$ cat src/rtl/fp32_to_bf16_pipe.sv
// Multi-lane FP32 -> BF16 converter with two register stages and valid/ready flow control.
// S1 classifies each operand and pre-computes the rounded magnitude; S2 forms the result and flags.
module fp32_to_bf16_pipe #(
   parameter int LANES = 4
) (
   input  logic                  clk,
   input  logic                  reset,
   input  logic                  in_valid,
   output logic                  in_ready,
   input  logic [LANES*32-1:0]   in_data,
   input  logic [2:0]            in_rm,
   output logic                  out_valid,
   input  logic                  out_ready,
   output logic [LANES*16-1:0]   out_data,
   output logic [LANES*4-1:0]    out_flags,
   output logic [3:0]            fflags,
   input  logic                  fflags_clr
);

   localparam logic [2:0] RM_RNE = 3'd0;
   localparam logic [2:0] RM_RTZ = 3'd1;
   localparam logic [2:0] RM_RDN = 3'd2;
   localparam logic [2:0] RM_RUP = 3'd3;
   localparam logic [2:0] RM_RMM = 3'd4;

   logic                 s1_valid_reg;
   logic                 s2_valid_reg;
   logic [2:0]           s1_rm_reg;
   logic                 s2_advance;
   logic                 in_fire;
   logic                 s1_fire;
   logic                 out_fire;
   logic [2:0]           rm_eff;
   logic [LANES*16-1:0]  out_data_reg;
   logic [LANES*16-1:0]  out_data_next;
   logic [LANES*4-1:0]   out_flags_reg;
   logic [LANES*4-1:0]   out_flags_next;
   logic [3:0]           fflags_reg;
   logic [3:0]           lane_flags_or;

   assign s2_advance = !s2_valid_reg || out_ready;
   assign in_ready   = !s1_valid_reg || s2_advance;
   assign in_fire    = in_valid && in_ready;
   assign s1_fire    = s1_valid_reg && s2_advance;
   assign out_fire   = s2_valid_reg && out_ready;
   // Reserved rounding codes fall back to round-to-nearest-even.
   assign rm_eff     = (in_rm > RM_RMM) ? RM_RNE : in_rm;

   generate
      for (genvar gi = 0; gi < LANES; gi++) begin : g_lane
         logic        sgn;
         logic [7:0]  ex;
         logic [22:0] mn;
         logic        guard_bit;
         logic        sticky_bit;
         logic        nx;
         logic        inc;
         logic [14:0] sum;
         logic        s1_sign_reg;
         logic        s1_nx_reg;
         logic        s1_nan_reg;
         logic        s1_snan_reg;
         logic        s1_inf_reg;
         logic        s1_zero_reg;
         logic        s1_sub_reg;
         logic [14:0] s1_sum_reg;
         logic [15:0] res_next;
         logic [3:0]  flg_next;

         assign sgn        = in_data[32*gi+31];
         assign ex         = in_data[32*gi+23 +: 8];
         assign mn         = in_data[32*gi +: 23];
         assign guard_bit  = mn[15];
         assign sticky_bit = |mn[14:0];
         assign nx         = guard_bit || sticky_bit;

         always_comb begin
            inc = 1'b0;
            case (rm_eff)
               RM_RTZ:  inc = 1'b0;
               RM_RDN:  inc = sgn && nx;
               RM_RUP:  inc = !sgn && nx;
               RM_RMM:  inc = guard_bit;
               default: inc = guard_bit && (sticky_bit || mn[16]);
            endcase
         end

         // Mantissa carry ripples into the exponent; only meaningful for normal inputs.
         assign sum = {ex, mn[22:16]} + {14'd0, inc};

         always_ff @(posedge clk) begin
            if (reset) begin
               s1_sign_reg <= 1'b0;
               s1_nx_reg   <= 1'b0;
               s1_nan_reg  <= 1'b0;
               s1_snan_reg <= 1'b0;
               s1_inf_reg  <= 1'b0;
               s1_zero_reg <= 1'b0;
               s1_sub_reg  <= 1'b0;
               s1_sum_reg  <= '0;
            end else if (in_fire) begin
               s1_sign_reg <= sgn;
               s1_nx_reg   <= nx;
               s1_nan_reg  <= (ex == 8'hFF) && (mn != 23'd0);
               s1_snan_reg <= (ex == 8'hFF) && (mn != 23'd0) && !mn[22];
               s1_inf_reg  <= (ex == 8'hFF) && (mn == 23'd0);
               s1_zero_reg <= (ex == 8'h00) && (mn == 23'd0);
               s1_sub_reg  <= (ex == 8'h00) && (mn != 23'd0);
               s1_sum_reg  <= sum;
            end
         end

         always_comb begin
            res_next = {s1_sign_reg, s1_sum_reg};
            flg_next = 4'b0000;
            if (s1_nan_reg) begin
               res_next = 16'h7FC0;
               flg_next = {s1_snan_reg, 3'b000};
            end else if (s1_inf_reg) begin
               res_next = {s1_sign_reg, 8'hFF, 7'h00};
            end else if (s1_zero_reg) begin
               res_next = {s1_sign_reg, 15'h0000};
            end else if (s1_sub_reg) begin
               res_next = {s1_sign_reg, 15'h0000};
               flg_next = 4'b0011;
            end else if (s1_sum_reg[14:7] == 8'hFF) begin
               // Overflow saturates to max-finite unless the mode rounds toward infinity.
               flg_next = 4'b0101;
               case (s1_rm_reg)
                  RM_RTZ:  res_next = {s1_sign_reg, 15'h7F7F};
                  RM_RDN:  res_next = s1_sign_reg ? 16'hFF80 : 16'h7F7F;
                  RM_RUP:  res_next = s1_sign_reg ? 16'hFF7F : 16'h7F80;
                  default: res_next = {s1_sign_reg, 8'hFF, 7'h00};
               endcase
            end else begin
               flg_next = {3'b000, s1_nx_reg};
            end
         end

         assign out_data_next[16*gi +: 16] = res_next;
         assign out_flags_next[4*gi +: 4]  = flg_next;
      end
   endgenerate

   always_comb begin
      lane_flags_or = 4'b0000;
      for (int i = 0; i < LANES; i++) begin
         lane_flags_or = lane_flags_or | out_flags_reg[4*i +: 4];
      end
   end

   always_ff @(posedge clk) begin
      if (reset) begin
         s1_valid_reg  <= 1'b0;
         s2_valid_reg  <= 1'b0;
         s1_rm_reg     <= RM_RNE;
         out_data_reg  <= '0;
         out_flags_reg <= '0;
         fflags_reg    <= 4'b0000;
      end else begin
         if (in_ready) begin
            s1_valid_reg <= in_valid;
         end
         if (in_fire) begin
            s1_rm_reg <= rm_eff;
         end
         if (s2_advance) begin
            s2_valid_reg <= s1_valid_reg;
         end
         if (s1_fire) begin
            out_data_reg  <= out_data_next;
            out_flags_reg <= out_flags_next;
         end
         if (fflags_clr) begin
            fflags_reg <= out_fire ? lane_flags_or : 4'b0000;
         end else if (out_fire) begin
            fflags_reg <= fflags_reg | lane_flags_or;
         end
      end
   end

   assign out_valid = s2_valid_reg;
   assign out_data  = out_data_reg;
   assign out_flags = out_flags_reg;
   assign fflags    = fflags_reg;

endmodule

$ cat config.mk
export PLATFORM = sky130hd
export DESIGN_NAME = fp32_to_bf16_pipe
export DESIGN_NICKNAME = d
export VERILOG_FILES = /design/src/rtl/fp32_to_bf16_pipe.sv
export SDC_FILE = /design/constraint.sdc
export NUM_CORES = 1
export LEC_CHECK = 0
export BUFFER_PORTS_ARGS = -buffer_cell sky130_fd_sc_hd__buf_2
export CAP_MARGIN = 0
export CORE_ASPECT_RATIO = 0.5
export CORE_MARGIN = 5
export CORE_UTILIZATION = 30
export CTS_BUF_LIST = sky130_fd_sc_hd__clkbuf_2
export DETAILED_ROUTE_END_ITERATION = 16
export PLACE_DENSITY = 0.6
export SETUP_SLACK_MARGIN = 0.05
export SKIP_CTS_REPAIR_TIMING = 1
export SLEW_MARGIN = 20
export SYNTH_ARGS = -nofsm -noshare
export SYNTH_HDL_FRONTEND = slang
export SYNTH_SLANG_ARGS = --single-unit
$ cat constraint.sdc
create_clock -name clk -period 4.2 [get_ports clk]
set_input_delay 0.42 -clock clk [delete_from_list [all_inputs] [get_ports clk]]
set_output_delay 0.42 -clock clk [all_outputs]
set_load 0.01 [all_outputs]
==> out/results.md, run 1 <==
| Stage | Metric | Reported |
|---|---|---|
| status | Run status | completed |
| placement | Number of buffer cells added on primary ports | 221 |
| sta | Max-slew violations | 0 |
| job | Max-cap check violation count | 0 |
| pwr | Switching fraction of total power | 0.2957 |
| cts | H-tree depth reported by CTS | 4 |
| sta | Slew headroom | 0.3054 |
| worst setup path | Slowest cell delay on critical path | 0.63 ns |
| placement | Post-DP Area | 9563 µm² |
| finish | Layout overhead on the synthesized area | 28.58% |
| yosys | Number of synthesized register bits | 177 |
| global route | Antenna violations before repair | 1 |
| yosys | Most frequent cells after synthesis | 177 x sky130_fd_sc_hd__dfxtp_1, 120 x sky130_fd_sc_hd__nor2_1, 106 x sky130_fd_sc_hd__nand2_1 |
| detailed routing | Mean number of vias per cell | 5.062 |
| detailed routing | DRC errors left | 0 |
| worst setup path | Type of origin of the critical path | primary input |
| global route | Wire length of the first global-routing pass | 40670 µm |
| yosys | Fraction of registers with async set or reset after synthesis | 0 |
| detailed routing | Final wirelength | 26470 µm |
| floorplanning | Placeable core region | 26590 µm² |
| worst setup path | Worst setup path category | in -> reg |
| pwr | Leakage dissipation | 4.163 nW |
| pwr | Fraction of power consumed by the clock network | 0.295 |
| cts | CTS tree | yes |
| yosys | Net Count, Synth | 1110 |
| pwr | Sequential share of power | 0.549 |
| yosys | Netlist Area Pre-Place | 8160 µm² |
| sta | Number of hold violations in the final report | 0 |
| finish | Number of flip-flops in the largest register | 64 |
| worst setup path | Arr. time, crit path | 3.71 ns |
| cts | Clock transition at path regs | 0.25 ns |
| detailed routing | Starting DRT DRC Count | 568 |
| sta | Endpoints failing setup | 0 |
| floorplanning | Num ports | 222 |
| pwr | Areal power density over the cells | 316.5 nW/µm² |
| sta | Worst-case clock skew | 0.03225 ns |
| yosys | Post-synthesis cell type count | 50 |
| finish | Layout cells sized above 1 | 0.2427 |
| yosys | Synthesis warning total | 0 |
| sta | Unrepaired setup endpoints after global routing | no |
| finish | Final cell area excluding filler cells | 10490 µm² |
| global route | Vias in the first global route | 7628 |
| floorplanning | Starting Density | 0.3069 |
| global route | Overflow left after global routing | 0 |
| global route | Total GRT Usage | 0.1621 |
| sta | Min Clock Period, post-route | 3.041 ns |
| yosys | Count of mapped cells out of synthesis | 966 |
| pwr | Internal cell power | 2.339 mW |
| worst setup path | Endpoint class of the critical path | flip-flop |
| detailed routing | ANT nets after route | 0 |
| yosys | Sequential cell area fraction in the yosys report | 0.4342 |
| detailed routing | WL per Instance | 16.66 µm |
| floorplanning | Overall die width | 243.2 µm |
| worst hold path | Worst Hold Class | in -> reg |
| yosys | Post-Synthesis Mean Instance Area | 8.448 µm² |
| yosys | Top FF cell, synth | sky130_fd_sc_hd__dfxtp_1 |
| pwr | Maximum vdd ir drop | 0.1624 mV |
| sta | Highest clock frequency the design can meet | 328.8 MHz |
| finish | Net total in the final layout | 1367 |
| pwr | Combinational share of power | 0.157 |
| placement | Post-DP HPWL | 19890 µm |
| worst setup path | Slack of the worst reg-to-reg path | 1.33 ns |
| sta | Slew @ Worst Pin | 1.036 ns |
| worst setup path | Cells along the critical path | dlygate4sd3_1 > buf_2 > nor2_1 > or2_2 > a21oi_1 > nor3_1 > ha_1 > ha_1 > nand3_1 > or4_1 > a311oi_1 |
| worst setup path | CP max-delay cell | sky130_fd_sc_hd__nor2_1 |
| cts | Clock tree root driver cell | sky130_fd_sc_hd__clkbuf_2 |
| worst setup path | Largest fanout on the critical path | 6 |
| cts | # clock sinks | 177 |
| yosys | Number of enable-type register cells in the synthesized netlist | 0 |
| floorplanning | Row Count | 42 |
| global route | Maximum number of pins on one net before global-route repair | 92 |
| yosys | Most instantiated library cell after synthesis | sky130_fd_sc_hd__dfxtp_1 |
| sta | Final period util | 0.7241 |
| worst setup path | Worst path required time | 4.87 ns |
| cts | Cts bufs inserted | 17 |
| pwr | Net load switching power | 982.0 µW |
| worst setup path | Most common cell on crit path | sky130_fd_sc_hd__ha_1 |
| yosys | Cell accounting for the most synthesized area | sky130_fd_sc_hd__dfxtp_1 |
| sta | Setup TNS Final | 0 ns |
| detailed routing | Number of vias in the routed layout | 8044 |
| detailed routing | Pre-antenna DRT Iters | 5 |
| yosys | Area share of the largest cell type after synthesis | 0.4342 |
| yosys | Area contributors post-synth | sky130_fd_sc_hd__dfxtp_1 43%, sky130_fd_sc_hd__a211oi_1 8.3%, sky130_fd_sc_hd__nor2_1 5.5% |
| floorplanning | Height of the chip | 126.6 µm |
| cts | Clock latency on the worst-skew pair | 0.75 ns |
| placement | Final RePlAce weighted congestion | 0.8933 |
| floorplanning | Die area | 30800 µm² |
| cts | Clock buffer depth | 2 |
[stage by stage]
| stage | utilization | instances | setup WS, ns | total power [mW] | hold WS (ns) |
|---|---|---|---|---|---|
| 6_report | 0.3946 | 1589 | 1.159 | 3.321 | 0.06007 |
| 3_3_place_gp | 0.3596 | 1491 | 1.069 | 2.319 | 0.4391 |
| 2_1_floorplan | - | 966 | 1.611 | 2.110 | 0.4312 |
| 3_5_place_dp | 0.3596 | 1491 | 0.9774 | 2.329 | 0.4412 |
| 4_1_cts | 0.3698 | 1523 | 1.677 | 3.307 | -0.1729 |
| 5_1_grt | 0.3946 | 1589 | 1.072 | 3.494 | 0.008441 |
[path summary, 6_finish.rpt]
| check | startpoint | cells past startpoint | to |
|---|---|---|---|
| worst max-delay path | in_rm[0] | 11 | g_lane[3].s1_sum_reg[14]$_SDFFE_PP0P_ |
| worst max register to register | s1_valid_reg$_SDFFE_PP0N_ | 6 | g_lane[0].s1_zero_reg$_SDFFE_PP0P_ |
| worst min register to register | out_data[31]$_SDFFE_PP0P_ | 2 | out_data[31]$_SDFFE_PP0P_ |
| worst min-delay path | in_data[19] | 3 | g_lane[0].s1_sum_reg[3]$_SDFFE_PP0P_ |
[cell usage in the layout, fill, tap and decap left out, drive strengths merged, types with 4 or more instances in the layout]
cell type	instances
o311ai	8
nand4	26
o31ai	4
nand2	107
and3	8
o22ai	4
a22o	31
a32oi	6
xor2	15
ha	8
o21ai	14
buf	228
inv	20
or3	8
o41ai	5
nor2	122
nor4	36
dlygate4sd3	65
xnor2	37
clkbuf	18
or2	24
nor2b	5
nand2b	18
a2111oi	6
nor3	29
clkinv	5
a211oi	90
nand3	35
nand3b	5
o31a	4
a21oi	40
dfxtp	177
mux2i	6
[logic make-up (layout without fill, tap and decap cells)]
logic type	count (synthesis)	in the layout	share of synthesized area
fa+ha+maj	8	8	0.01227
xor+xnor	52	52	0.05581
mux	6	6	0.007360
compound gates	217	217	0.1955
other cells	0	1	0
flops	177	177	0.4342
simple gates	434	434	0.2594
buf+inv	72	342	0.03542
[routing by layer]
metal | wire, µm | part of all wire | track usage | vias to the layer above
met5 | 0 | 0 | 0 | -
met4 | 820 | 0.031 | 0.06000 | 0
met3 | 1115 | 0.042 | 0.03741 | 46
met2 | 12910 | 0.49 | 0.2835 | 191
met1 | 11620 | 0.44 | 0.1963 | 3762
li1 | - | - | - | 4045
[worst max-delay path: cells and delay by family]
family | cells | cell delay [ns]
AND/OR/NAND/NOR | 5 | 1.66
AO/OA/AOI/OAI | 2 | 0.37
adder cells (fa/ha/maj) | 2 | 0.54
buffers and inverters | 2 | 0.71
[final cells by class]
cell class	instances	area, µm²
antenna	1	2.502
clock buffer	18	90.09
clock inverter	14	178.9
fill	2740	16100
inverter	17	63.81
multi-input combinational	717	4349
sequential	177	3543
tap	352	440.4
timing repair buffer	293	1824
[power by group through the flow]
stage	clock [mW]	combinational (mW)	sequential, mW
after global placement	0	0.467	1.85
final	0.979	0.520	1.82
after global routing	1.08	0.576	1.83
after CTS	1.01	0.477	1.82
after floorplan	0	0.256	1.85
after detailed placement	0	0.475	1.85
(Power assumes the default switching activity.)
==> run 2, diff against run 1 <==
ABC_AREA = 1   (was not set)
PLACE_DENSITY = 0.61   (was 0.6)
clock period = 2.5 ns   (was 4.2 ns; I/O delays follow)
==> run 2 against run 1 <==
Compared with the run above: cell area up 14%; via count up 22%; worst hold slack worse by 0.029 ns; sequential share of layout area down 4.2 points; cell count up 34%; combinational power up 110%; clock-buffer cell count unchanged; clock skew down 0.0062 ns; clock power up 39%; register-to-register slack worse by 1.1 ns; synthesized cell count up 43%.
==> out/results.md, run 2 <==
| Stage | Metric | Reported |
|---|---|---|
| finish | Layout cells sized above 1 | 0.1726 |
| yosys | Netlist Area Pre-Place | 9070 µm² |
| cts | CTS tree | yes |
| detailed routing | Final wirelength | 30400 µm |
| global route | Vias in the first global route | 8560 |
| finish | Highest-count cells in the layout ignoring fill and taps | 303 x sky130_fd_sc_hd__nand2_1, 240 x sky130_fd_sc_hd__nor2_1, 220 x sky130_fd_sc_hd__buf_2, 177 x sky130_fd_sc_hd__dfxtp_1, 149 x sky130_fd_sc_hd__a21oi_1 |
| finish | Net total in the final layout | 1855 |
| sta | Post-route worst hold slack | 0.03087 ns |
| detailed routing | Number of vias in the routed layout | 9846 |
| global route | Met3 demand-to-capacity share in global routing | 0.03509 |
| worst setup path | Crit-path leading delay family | buffers and inverters |
| cts | Clock latency on the worst-skew pair | 0.78 ns |
| detailed routing | WL per Instance | 14.32 µm |
| pwr | Combinational share of power | 0.195 |
| worst setup path | Worst setup path category | in -> reg |
| worst setup path | Endpoint class of the critical path | flip-flop |
| pwr | Areal power density over the cells | 458.7 nW/µm² |
| cts | Clock tree root driver cell | sky130_fd_sc_hd__clkbuf_2 |
| global route | Overflow left after global routing | 0 |
| yosys | Area share of the largest cell type after synthesis | 0.3907 |
| placement | Post-DP HPWL | 22220 µm |
| global route | Wire length of the first global-routing pass | 45800 µm |
| yosys | Count of mapped cells out of synthesis | 1383 |
| floorplanning | Placeable core region | 30070 µm² |
| pwr | Leakage dissipation | 5.543 nW |
| pwr | Maximum vdd ir drop | 0.2318 mV |
| floorplanning | Overall die width | 255.9 µm |
| yosys | Sequential cell area fraction in the yosys report | 0.3907 |
| yosys | Net Count, Synth | 1527 |
| worst hold path | Worst Hold Class | in -> reg |
| floorplanning | Height of the chip | 133.0 µm |
| sta | Final period util | 0.9457 |
| global route | Total GRT Usage | 0.1653 |
| yosys | Post-synthesis cell type count | 36 |
| pwr | Switching fraction of total power | 0.3126 |
| worst setup path | Most common cell on crit path | sky130_fd_sc_hd__dlygate4sd3_1 |
| sta | Worst-case clock skew | 0.02602 ns |
| sta | Max-slew violations | 0 |
| floorplanning | Starting Density | 0.3017 |
| finish | Number of flip-flops in the largest register | 64 |
| placement | Number of buffer cells added on primary ports | 221 |
| floorplanning | Row Count | 45 |
| cts | Clock transition at path regs | 0.26 ns |
| placement | Worst setup slack after placement | 0.2038 ns |
| job | Max-cap check violation count | 0 |
| pwr | Internal cell power | 3.781 mW |
| yosys | Most frequent cells after synthesis | 303 x sky130_fd_sc_hd__nand2_1, 240 x sky130_fd_sc_hd__nor2_1, 177 x sky130_fd_sc_hd__dfxtp_1 |
| cts | Cts bufs inserted | 17 |
| global route | Maximum number of pins on one net before global-route repair | 108 |
| floorplanning | Num ports | 222 |
| placement | Final RePlAce weighted congestion | 0.8874 |
| placement | Total placed cells including tap cells | 1977 |
| sta | Setup TNS Final | 0 ns |
| global route | Antenna violations before repair | 1 |
| detailed routing | Mean number of vias per cell | 4.640 |
| sta | Slew @ Worst Pin | 0.5532 ns |
| finish | Commonest non-fill, non-tap cell in the layout | sky130_fd_sc_hd__nand2_1 |
| sta | Unrepaired setup endpoints after global routing | no |
| sta | Min Clock Period, post-route | 2.364 ns |
| sta | Slew headroom | 0.6312 |
| cts | Clock buffer depth | 2 |
| global route | Met1 track demand over resource in global routing | 0.2230 |
| worst setup path | Worst path required time | 3.24 ns |
| finish | Area taken by multi-input logic gates | 4796 µm² |
| global route | GR Layer Usage met2 | 0.2747 |
| finish | Layout overhead on the synthesized area | 32.20% |
| yosys | Cell accounting for the most synthesized area | sky130_fd_sc_hd__dfxtp_1 |
| finish | Count of placed standard cells in the final layout, fillers left out | 2122 |
| yosys | Top FF cell, synth | sky130_fd_sc_hd__dfxtp_1 |
| floorplanning | Die area | 34020 µm² |
| yosys | Most instantiated library cell after synthesis | sky130_fd_sc_hd__nand2_1 |
| yosys | Number of synthesized register bits | 177 |
| worst setup path | Largest fanout on the critical path | 3 |
| worst setup path | Arr. time, crit path | 3.10 ns |
| worst setup path | CP max-delay cell | sky130_fd_sc_hd__dlygate4sd3_1 |
| detailed routing | Pre-antenna DRT Iters | 5 |
| pwr | Net load switching power | 1.719 mW |
| detailed routing | DRC errors left | 0 |
| sta | Number of hold violations in the final report | 0 |
| sta | Highest clock frequency the design can meet | 423.0 MHz |
| worst setup path | Worst path bufs/invs | 5 |
| sta | Crit path setup slack, layout | 0.1358 ns |
| finish | Reg area | 3543 µm² |
| worst setup path | Type of origin of the critical path | primary input |
| sta | Endpoints failing setup | 0 |
| finish | Fill cells | 3259 |
| cts | # clock sinks | 177 |
| detailed routing | ANT nets after route | 0 |
| cts | H-tree depth reported by CTS | 4 |
| yosys | Fraction of registers with async set or reset after synthesis | 0 |
| worst setup path | Slowest cell delay on critical path | 0.58 ns |
| pwr | Fraction of power consumed by the clock network | 0.248 |
| pwr | Sequential share of power | 0.557 |
| yosys | Post-Synthesis Mean Instance Area | 6.558 µm² |
| detailed routing | Starting DRT DRC Count | 789 |
| yosys | Area contributors post-synth | sky130_fd_sc_hd__dfxtp_1 39%, sky130_fd_sc_hd__nand2_1 13%, sky130_fd_sc_hd__nor2_1 9.9% |
| yosys | Synthesis warning total | 0 |
| worst setup path | Cells along the critical path | dlygate4sd3_1 > buf_2 > nor2_1 > dlygate4sd3_1 > nand2_1 > nor2_1 > dlygate4sd3_1 > nand4_1 > dlygate4sd3_1 > a21oi_1 |
| status | Run status | completed |
| yosys | Number of enable-type register cells in the synthesized netlist | 0 |
| global route | GR peak layer | met2 |
-- run 2: tightest hold or removal path, delay by kind of cell --
family | cells | cell delay, ns
buffers and inverters | 1 | 0.07
AND/OR/NAND/NOR | 7 | 0.50
-- run 2: power groups by stage --
stage | Combinational (mW) | Clock [mW] | Sequential [mW]
after global routing | 1.20 | 1.52 | 3.09
after global placement | 0.927 | 0 | 3.12
after CTS | 0.935 | 1.41 | 3.07
after detailed placement | 0.932 | 0 | 3.12
after floorplan | 0.517 | 0 | 3.13
final | 1.07 | 1.36 | 3.07
-- run 2: cell type report --
| type | count | share of cell area |
|---|---|---|
| antenna | 2 | 0.0004174 |
| clock inverter | 11 | 0.007722 |
| multi-input combinational | 1025 | 0.4000 |
| tap | 399 | 0.04164 |
| timing repair buffer | 357 | 0.2056 |
| inverter | 133 | 0.04164 |
| clock buffer | 18 | 0.007513 |
| sequential | 177 | 0.2955 |
-- run 2: metrics by stage --
step                power [mW]  instance area [µm²]    util
detailed placement       4.052                10660  0.3546
floorplan                3.646                 9070       -
finish                   5.500                11990  0.3988
global placement         4.047                10660  0.3546
global route             5.807                11990  0.3988
CTS                      5.413                10840  0.3607
-- run 2: final timing paths --
check             cells past startpoint                                    to  slack [ns]                                  from
setup / recovery                     10     g_lane[2].s1_inf_reg$_SDFFE_PP0P_        0.14                           in_data[81]
hold / removal                        8    g_lane[1].s1_zero_reg$_SDFFE_PP0P_        0.03                           in_data[44]
setup reg to reg                      7             s1_rm_reg[2]$_SDFFE_PP0P_        0.23                out_valid$_SDFFE_PP0P_
hold reg to reg                       2  g_lane[0].s1_sum_reg[1]$_SDFFE_PP0P_        0.47  g_lane[0].s1_sum_reg[1]$_SDFFE_PP0P_
-- run 2: logic make-up after synthesis --
group                      after synthesis  synth area share
buffers and inverters                  181           0.08056
adders and majority gates                8           0.01104
DFF                                    177            0.3907
AOI/OAI and AO/OA                      261            0.1482
xor gates and xnor gates                24           0.02318
and+or+nand+nor                        732            0.3464
-- run 2: layer usage --
layer,routed length (µm),part of all wire
met1,14180,0.47
met2,14360,0.47
met3,1397,0.046
met4,460,0.015
met5,0,0
